`src/rtl/arp_responder.sv`:
```
`default_nettype none
// ============================================================================
// Module      : arp_responder
// Description : Answers Ethernet ARP requests for MY_IP received on a GMII
//               receive path and sends the ARP reply on GMII transmit.
//               Also counts requests, replies, busy drops and FCS errors.
// Ports       : clock          - single clock, rising edge
//               reset_n        - asynchronous active-low reset
//               rx_dv/rx_data  - GMII receive valid / byte
//               tx_en/tx_data  - GMII transmit enable / byte (0 when idle)
//               busy           - reply accepted and not yet through IFG
//               req_count      - valid ARP requests for MY_IP (wraps)
//               reply_count    - replies fully transmitted (wraps)
//               drop_count     - valid requests dropped while busy (wraps)
//               crc_err_count  - frames >= 64 bytes with bad FCS (wraps)
// Revision    : 1.0 - initial release
// ============================================================================
module arp_responder #(
  parameter logic [47:0] MY_MAC     = 48'h00301ba0a48f,
  parameter logic [31:0] MY_IP      = 32'h0a001563,
  parameter int          IFG_CYCLES = 12
) (
  input  logic        clock,
  input  logic        reset_n,
  input  logic        rx_dv,
  input  logic [7:0]  rx_data,
  output logic        tx_en,
  output logic [7:0]  tx_data,
  output logic        busy,
  output logic [15:0] req_count,
  output logic [15:0] reply_count,
  output logic [15:0] drop_count,
  output logic [15:0] crc_err_count
);

  // Register value of the reflected (LSB-first) CRC after a frame plus its
  // own FCS has been shifted in; bit-reversed form of 0xC704DD7B.
  localparam logic [31:0] CRC_RESIDUE = 32'hDEBB20E3;
  localparam logic [10:0] K_MAX       = 11'd2047;
  localparam logic [7:0]  IFG_LAST    = 8'(IFG_CYCLES);

  function automatic logic [31:0] crc32_byte(input logic [31:0] crc, input logic [7:0] d);
    logic [31:0] c;
    c = crc;
    for (int i = 0; i < 8; i++) begin
      if (c[0] ^ d[i]) c = (c >> 1) ^ 32'hEDB88320;
      else             c = c >> 1;
    end
    return c;
  endfunction

  // Byte idx of a MAC address in wire order (0 = most significant byte).
  function automatic logic [7:0] mac_byte(input logic [47:0] mac, input logic [2:0] idx);
    case (idx)
      3'd0:    return mac[47:40];
      3'd1:    return mac[39:32];
      3'd2:    return mac[31:24];
      3'd3:    return mac[23:16];
      3'd4:    return mac[15:8];
      default: return mac[7:0];
    endcase
  endfunction

  // --------------------------------------------------------------------------
  // Receive side
  // --------------------------------------------------------------------------
  typedef enum logic [1:0] {RX_HUNT, RX_BODY, RX_DROP} rx_state_t;

  rx_state_t   rx_state, rx_state_nx;
  logic [10:0] rx_k;
  logic [31:0] rx_crc;
  logic        bcast_ok, mymac_ok, fld_ok;
  logic [47:0] rx_sha;
  logic [31:0] rx_spa;

  logic        rx_start, rx_byte, rx_end;
  logic        fix_care;
  logic [7:0]  fix_val;
  logic        fcs_good, long_frame, arp_hit;
  logic        req_ok, accept, drop, crc_err;

  always_ff @(posedge clock or negedge reset_n) begin
    if (!reset_n) rx_state <= RX_HUNT;
    else          rx_state <= rx_state_nx;
  end

  always_comb begin
    rx_state_nx = rx_state;
    rx_start    = 1'b0;
    rx_byte     = 1'b0;
    rx_end      = 1'b0;
    case (rx_state)
      RX_HUNT: begin
        if (rx_dv) begin
          if (rx_data == 8'hD5) begin
            rx_state_nx = RX_BODY;
            rx_start    = 1'b1;
          end else if (rx_data != 8'h55) begin
            rx_state_nx = RX_DROP;
          end
        end
      end
      RX_BODY: begin
        if (rx_dv) begin
          rx_byte = 1'b1;
        end else begin
          rx_end      = 1'b1;
          rx_state_nx = RX_HUNT;
        end
      end
      RX_DROP: begin
        if (!rx_dv) rx_state_nx = RX_HUNT;
      end
      default: rx_state_nx = RX_HUNT;
    endcase
  end

  // Fixed header bytes that must match exactly (ARP request for MY_IP).
  always_comb begin
    fix_care = 1'b1;
    fix_val  = 8'h00;
    case (rx_k)
      11'd12:  fix_val = 8'h08;
      11'd13:  fix_val = 8'h06;
      11'd14:  fix_val = 8'h00;
      11'd15:  fix_val = 8'h01;
      11'd16:  fix_val = 8'h08;
      11'd17:  fix_val = 8'h00;
      11'd18:  fix_val = 8'h06;
      11'd19:  fix_val = 8'h04;
      11'd20:  fix_val = 8'h00;
      11'd21:  fix_val = 8'h01;
      11'd38:  fix_val = MY_IP[31:24];
      11'd39:  fix_val = MY_IP[23:16];
      11'd40:  fix_val = MY_IP[15:8];
      11'd41:  fix_val = MY_IP[7:0];
      default: fix_care = 1'b0;
    endcase
  end

  always_ff @(posedge clock or negedge reset_n) begin
    if (!reset_n) begin
      rx_k     <= '0;
      rx_crc   <= '1;
      bcast_ok <= 1'b0;
      mymac_ok <= 1'b0;
      fld_ok   <= 1'b0;
      rx_sha   <= '0;
      rx_spa   <= '0;
    end else if (rx_start) begin
      rx_k     <= '0;
      rx_crc   <= '1;
      bcast_ok <= 1'b1;
      mymac_ok <= 1'b1;
      fld_ok   <= 1'b1;
    end else if (rx_byte) begin
      rx_crc <= crc32_byte(rx_crc, rx_data);
      if (rx_k != K_MAX) rx_k <= rx_k + 11'd1;
      if (rx_k < 11'd6) begin
        bcast_ok <= bcast_ok & (rx_data == 8'hFF);
        mymac_ok <= mymac_ok & (rx_data == mac_byte(MY_MAC, rx_k[2:0]));
      end
      if (fix_care && (rx_data != fix_val)) fld_ok <= 1'b0;
      if (rx_k >= 11'd22 && rx_k <= 11'd27) rx_sha <= {rx_sha[39:0], rx_data};
      if (rx_k >= 11'd28 && rx_k <= 11'd31) rx_spa <= {rx_spa[23:0], rx_data};
    end
  end

  // End-of-frame classification, evaluated on the first rx_dv=0 cycle.
  assign fcs_good   = (rx_crc == CRC_RESIDUE);
  assign long_frame = (rx_k >= 11'd64);
  assign arp_hit    = fld_ok & (bcast_ok | mymac_ok);
  assign crc_err    = rx_end & long_frame & ~fcs_good;
  assign req_ok     = rx_end & long_frame & fcs_good & arp_hit;
  assign accept     = req_ok & ~busy;
  assign drop       = req_ok & busy;

  // --------------------------------------------------------------------------
  // Transmit side
  // --------------------------------------------------------------------------
  typedef enum logic [2:0] {TX_IDLE, TX_PRE, TX_FRAME, TX_FCS, TX_IFG} tx_state_t;

  tx_state_t   tx_state, tx_state_nx;
  logic [7:0]  tx_cnt, tx_cnt_nx;
  logic [47:0] tx_mac;
  logic [31:0] tx_ip;
  logic [31:0] tx_crc;
  logic        byte_en;
  logic [7:0]  byte_val;
  logic        tx_done;
  logic [479:0] frame_vec;
  logic [5:0]  frame_rev;

  // The full 60-byte reply, first byte in the top bits.
  assign frame_vec = {tx_mac, MY_MAC, 16'h0806, 16'h0001, 16'h0800, 8'h06, 8'h04,
                      16'h0002, MY_MAC, MY_IP, tx_mac, tx_ip, 144'h0};
  assign frame_rev = 6'd59 - tx_cnt[5:0];

  // Busy spans accept through the last IFG cycle, so it is just "not idle".
  assign busy = (tx_state != TX_IDLE);

  always_ff @(posedge clock or negedge reset_n) begin
    if (!reset_n) begin
      tx_state <= TX_IDLE;
      tx_cnt   <= '0;
    end else begin
      tx_state <= tx_state_nx;
      tx_cnt   <= tx_cnt_nx;
    end
  end

  always_comb begin
    tx_state_nx = tx_state;
    tx_cnt_nx   = tx_cnt;
    byte_en     = 1'b0;
    byte_val    = 8'h00;
    tx_done     = 1'b0;
    case (tx_state)
      TX_IDLE: begin
        if (accept) begin
          tx_state_nx = TX_PRE;
          tx_cnt_nx   = '0;
        end
      end
      TX_PRE: begin
        byte_en  = 1'b1;
        byte_val = (tx_cnt == 8'd7) ? 8'hD5 : 8'h55;
        if (tx_cnt == 8'd7) begin
          tx_state_nx = TX_FRAME;
          tx_cnt_nx   = '0;
        end else begin
          tx_cnt_nx = tx_cnt + 8'd1;
        end
      end
      TX_FRAME: begin
        byte_en  = 1'b1;
        byte_val = frame_vec[{frame_rev, 3'b000} +: 8];
        if (tx_cnt == 8'd59) begin
          tx_state_nx = TX_FCS;
          tx_cnt_nx   = '0;
        end else begin
          tx_cnt_nx = tx_cnt + 8'd1;
        end
      end
      TX_FCS: begin
        byte_en  = 1'b1;
        byte_val = ~tx_crc[{tx_cnt[1:0], 3'b000} +: 8];
        if (tx_cnt == 8'd3) begin
          tx_state_nx = TX_IFG;
          tx_cnt_nx   = '0;
        end else begin
          tx_cnt_nx = tx_cnt + 8'd1;
        end
      end
      TX_IFG: begin
        // Outputs lag the state by one register, so IFG_LAST+1 cycles here
        // give exactly IFG_CYCLES idle cycles on the wire before busy drops.
        if (tx_cnt == IFG_LAST) begin
          tx_state_nx = TX_IDLE;
          tx_done     = 1'b1;
        end else begin
          tx_cnt_nx = tx_cnt + 8'd1;
        end
      end
      default: tx_state_nx = TX_IDLE;
    endcase
  end

  // Reply fields are latched at accept so later RX frames cannot disturb them.
  always_ff @(posedge clock or negedge reset_n) begin
    if (!reset_n) begin
      tx_mac <= '0;
      tx_ip  <= '0;
      tx_crc <= '1;
    end else if (accept) begin
      tx_mac <= rx_sha;
      tx_ip  <= rx_spa;
      tx_crc <= '1;
    end else if (tx_state == TX_FRAME) begin
      tx_crc <= crc32_byte(tx_crc, byte_val);
    end
  end

  always_ff @(posedge clock or negedge reset_n) begin
    if (!reset_n) begin
      tx_en   <= 1'b0;
      tx_data <= 8'h00;
    end else begin
      tx_en   <= byte_en;
      tx_data <= byte_val;
    end
  end

  always_ff @(posedge clock or negedge reset_n) begin
    if (!reset_n) begin
      req_count     <= '0;
      reply_count   <= '0;
      drop_count    <= '0;
      crc_err_count <= '0;
    end else begin
      if (req_ok)  req_count     <= req_count + 16'd1;
      if (tx_done) reply_count   <= reply_count + 16'd1;
      if (drop)    drop_count    <= drop_count + 16'd1;
      if (crc_err) crc_err_count <= crc_err_count + 16'd1;
    end
  end

endmodule
`default_nettype wire

```
`config.mk`:
```
export PLATFORM = sky130hd
export DESIGN_NAME = arp_responder
export DESIGN_NICKNAME = d
export VERILOG_FILES = /design/src/rtl/arp_responder.sv
export SDC_FILE = /design/constraint.sdc
export NUM_CORES = 1
export LEC_CHECK = 0
export BUFFER_PORTS_ARGS = -buffer_cell sky130_fd_sc_hd__buf_2
export CAP_MARGIN = 20
export CELL_PAD_IN_SITES_DETAIL_PLACEMENT = 1
export CELL_PAD_IN_SITES_GLOBAL_PLACEMENT = 2
export CORE_MARGIN = 5
export CORE_UTILIZATION = 44
export CTS_CLUSTER_SIZE = 8
export DETAILED_ROUTE_END_ITERATION = 16
export GPL_ROUTABILITY_DRIVEN = 0
export HOLD_SLACK_MARGIN = 0.05
export PLACE_DENSITY = 0.86
export SLEW_MARGIN = 20
export SYNTH_ARGS = -nofsm -noshare
export SYNTH_HDL_FRONTEND = slang
export SYNTH_SLANG_ARGS = --single-unit
```
`constraint.sdc`:
```
create_clock -name clock -period 9.3 [get_ports clock]
set_input_delay 1.395 -clock clock [delete_from_list [all_inputs] [get_ports clock]]
set_output_delay 1.395 -clock clock [all_outputs]
set_load 0.005 [all_outputs]
```
==> flow_metrics.tcl <==
set metrics [dict create \
    layout_min_cycle_time_ns 4.29 \
    muxShareOfSynthArea_pct 9.17 \
    synth_area_per_cell_sq_um 10.4 \
    synth.cell_area_sq_um 16700 \
    cellPowerDensity_nw_per_um2 196 \
    final_common_cell "nand2_1" \
    max_freq_mhz 233 \
    final_nets 1703 \
    holdBufCountCts 0 \
    synth_compound_area_share_pct 7.55 \
    drive_above_1_share_pct 20.5 \
    postCtsSetupBuffers 0 \
    chipWidth_microns 205 \
    antenna_left 0 \
    yosysSeqAreaShare_pct 48.9 \
    worstSetupEndpointType "register" \
    startpoint_type "register" \
    root_buffer "clkbuf_16" \
    cts.reportedPaths.clkPinSlew_ns 0.05 \
    fin_tns_setup_ns 0 \
    yosysUniqueCellTypes 93 \
    grt_max_degree 89 \
    cp.arrival_ns 4.76 \
    netlist.area_leader.share_pct 38.9 \
    outcome "completed" \
    r2r_cells 10 \
    synthTopCellsByArea "dfrtp_1 39%, dfstp_2 10%, xnor2_1 7.5%" \
    antenna_found_initial 0 \
    multi_input_area_sq_um 8060 \
    synthAdderAreaFrac_pct 1.50 \
    grtUsageTotal_pct 20.4 \
    firstDrtPassIters 4 \
    dp_slack_ns 4.99 \
    num_vias 11900 \
    drtIter0Drc 548 \
    nFillCells 4135 \
    min_path_cells 2 \
    slew_headroom_pct 31.0 \
    drv_cap 0 \
    htree_levels 2 \
    drc_errors 0 \
    synth_top_family_by_area "simple AND/OR/NAND/NOR gates" \
    synth_top_cell_by_area "dfrtp_1" \
    final_cell_mix "327 x nand2_1, 259 x dfrtp_1, 144 x xnor2_1, 88 x nor2_1, 86 x mux2_2" \
    wl_per_cell_microns 19.1 \
    num_rows 71 \
    cp.required_ns 9.77 \
    clkLatencyLatePin_ns 0.56 \
    slew_viol_final 0 \
    cts_tree "done" \
    syn_nets 1641 \
    final.setup_skew_ns 0.0174 \
    regArea_sq_um 8190 \
    final-setup-viol-count 0 \
    cts_resized 0 \
    hpwl_microns 28000 \
    hp-class "reg2reg" \
    ys_ff_latch 324 \
    grt_overflow 0 \
    rsz0062_at_grt "no" \
    ys.flop_type "dfrtp_1" \
    grt_pass1_vias 12900 \
    synth_simple_gate_area_share_pct 16.8 \
    die_h_microns 205 \
    period_share_pct 46.1 \
    ys_async_sr_fraction_pct 100 \
    die-area_sq_um 42000 \
    finalWorstSetupSlack_ns 5.01 \
    port_buffers 84 \
    io_pins 85 \
    grt_pass1_wl_microns 69800 \
    crit_type "reg2reg" \
    max-vdd-ir-drop_v 0.000137 \
    worst-path-max-fanout 42 \
    start_util_pct 44.5 \
    diodes 0 \
    worst_slew_pin_slew_ns 1.03 \
    finalHoldViolations 0 \
    drt-vias-per-instance 5.38 \
    area_growth_syn_to_layout_pct 12.4 \
    clockBufferDepth 3 \
    synth-edff-count 0 \
    synthCells 1610 \
    synthXorXnorAreaFrac_pct 13.0 \
    routed_wl_microns 42100 \
    core_sq_um 37600 \
    cts_made_buffers 46 \
    yosysWarnings 0 \
    leakagePower_nw 9.11 \
    cts.sinks 324 \
]
-- sequential cells by signal, summed over array words and instances (netlist names), 2 cells and up --
| register | flops |
|---|---|
| reply_count | 16 |
| tx_mac | 48 |
| crc_err_count | 16 |
| tx_cnt | 8 |
| rx_k | 11 |
| rx_state | 2 |
| tx_state | 3 |
| drop_count | 16 |
| rx_sha | 48 |
| rx_spa | 32 |
| req_count | 16 |
| rx_crc | 32 |
| tx_crc | 32 |
| tx_data | 8 |
| tx_ip | 32 |
-- through the flow --
step | util (%) | total power, mW | hold WS (ns) | cells | area, sq um
after floorplan | - | 2.01 | 0.435 | 1610 | 16700
after global placement | 46.6 | 2.15 | 0.446 | 2135 | 17500
after detailed placement | 46.6 | 2.17 | 0.455 | 2135 | 17500
after CTS | 50.1 | 3.74 | 0.467 | 2210 | 18800
after global routing | 50.1 | 3.85 | 0.485 | 2210 | 18800
final | 50.1 | 3.68 | 0.461 | 2210 | 18800
-- kinds of logic (layout without fill, tap and decap cells) --
| logic type | Yosys count | in the layout |
|---|---|---|
| adders and majority gates | 20 | 20 |
| buffers and inverters | 108 | 197 |
| muxes | 129 | 129 |
| xor gates and xnor gates | 223 | 223 |
| and+or+nand+nor | 615 | 615 |
| AOI/OAI and AO/OA | 191 | 191 |
| DFF | 324 | 324 |
-- metal layers --
layer  share of wire (%)  track usage (%)  vias up
met4                 2.6             6.44        0
met5                   0                0        -
met3                 3.4             2.79       72
met1                  45             27.0     6026
li1                    -                -     5628
met2                  49             34.9      172
-- synth_stat cells, drive strengths merged, types with 4 or more instances --
| master | instances |
|---|---|
| o221ai | 5 |
| dfrtp | 260 |
| clkbuf | 49 |
| nand2 | 328 |
| nor4 | 6 |
| or4 | 5 |
| xnor3 | 5 |
| and3 | 16 |
| mux2i | 31 |
| o22ai | 8 |
| a211oi | 5 |
| a21o | 4 |
| o21ai | 33 |
| xor2 | 61 |
| buf | 36 |
| dfstp | 64 |
| nand4b | 6 |
| a21oi | 69 |
| nor3 | 43 |
| xnor2 | 156 |
| or3 | 9 |
| a31oi | 8 |
| inv | 23 |
| nor2b | 11 |
| o211ai | 15 |
| and2 | 5 |
| nand3 | 37 |
| ha | 20 |
| mux2 | 88 |
| nand2b | 11 |
| nand4 | 24 |
| mux4 | 10 |
| nor2 | 90 |
| nor3b | 5 |
-- cell type report --
class | count | share of cell area [%]
inverter | 23 | 0.459
clock buffer | 74 | 6.84
sequential | 324 | 43.5
tap | 511 | 3.40
multi-input combinational | 1178 | 42.8
clock inverter | 1 | 0.0466
timing repair buffer | 99 | 2.89
-- final timing paths --
check	from	end	slack [ns]
worst max register to register	tx_cnt[0]	tx_crc[3]	5.01
min in group asynchronous	reset_n	req_count[12]	0.86
worst max-delay path	tx_cnt[0]	tx_crc[3]	5.01
max in group asynchronous	reset_n	tx_mac[14]	6.41
worst min-delay path	rx_sha[40]	tx_mac[40]	0.46
worst min register to register	rx_sha[40]	tx_mac[40]	0.46
-- worst max-delay path, cell delays in order (launching register included) --
cell and delay (ns):
dfrtp_2 0.62, buf_4 0.67, mux4_2 0.62, and2_1 0.19
o31ai_1 0.45, nor3_1 0.10, or3_1 0.60, xnor2_2 0.26
xnor2_2 0.32, xor2_1 0.19, a2bb2oi_1 0.17
-- power breakdown --
group          total (mW)  switching (mW)  internal [mW]
registers            1.56          0.0598           1.50
logic               0.591           0.333          0.257
clock network        1.53           0.602          0.932
total                3.68           0.996           2.69
No activity file was read; power rests on OpenSTA's default activity.
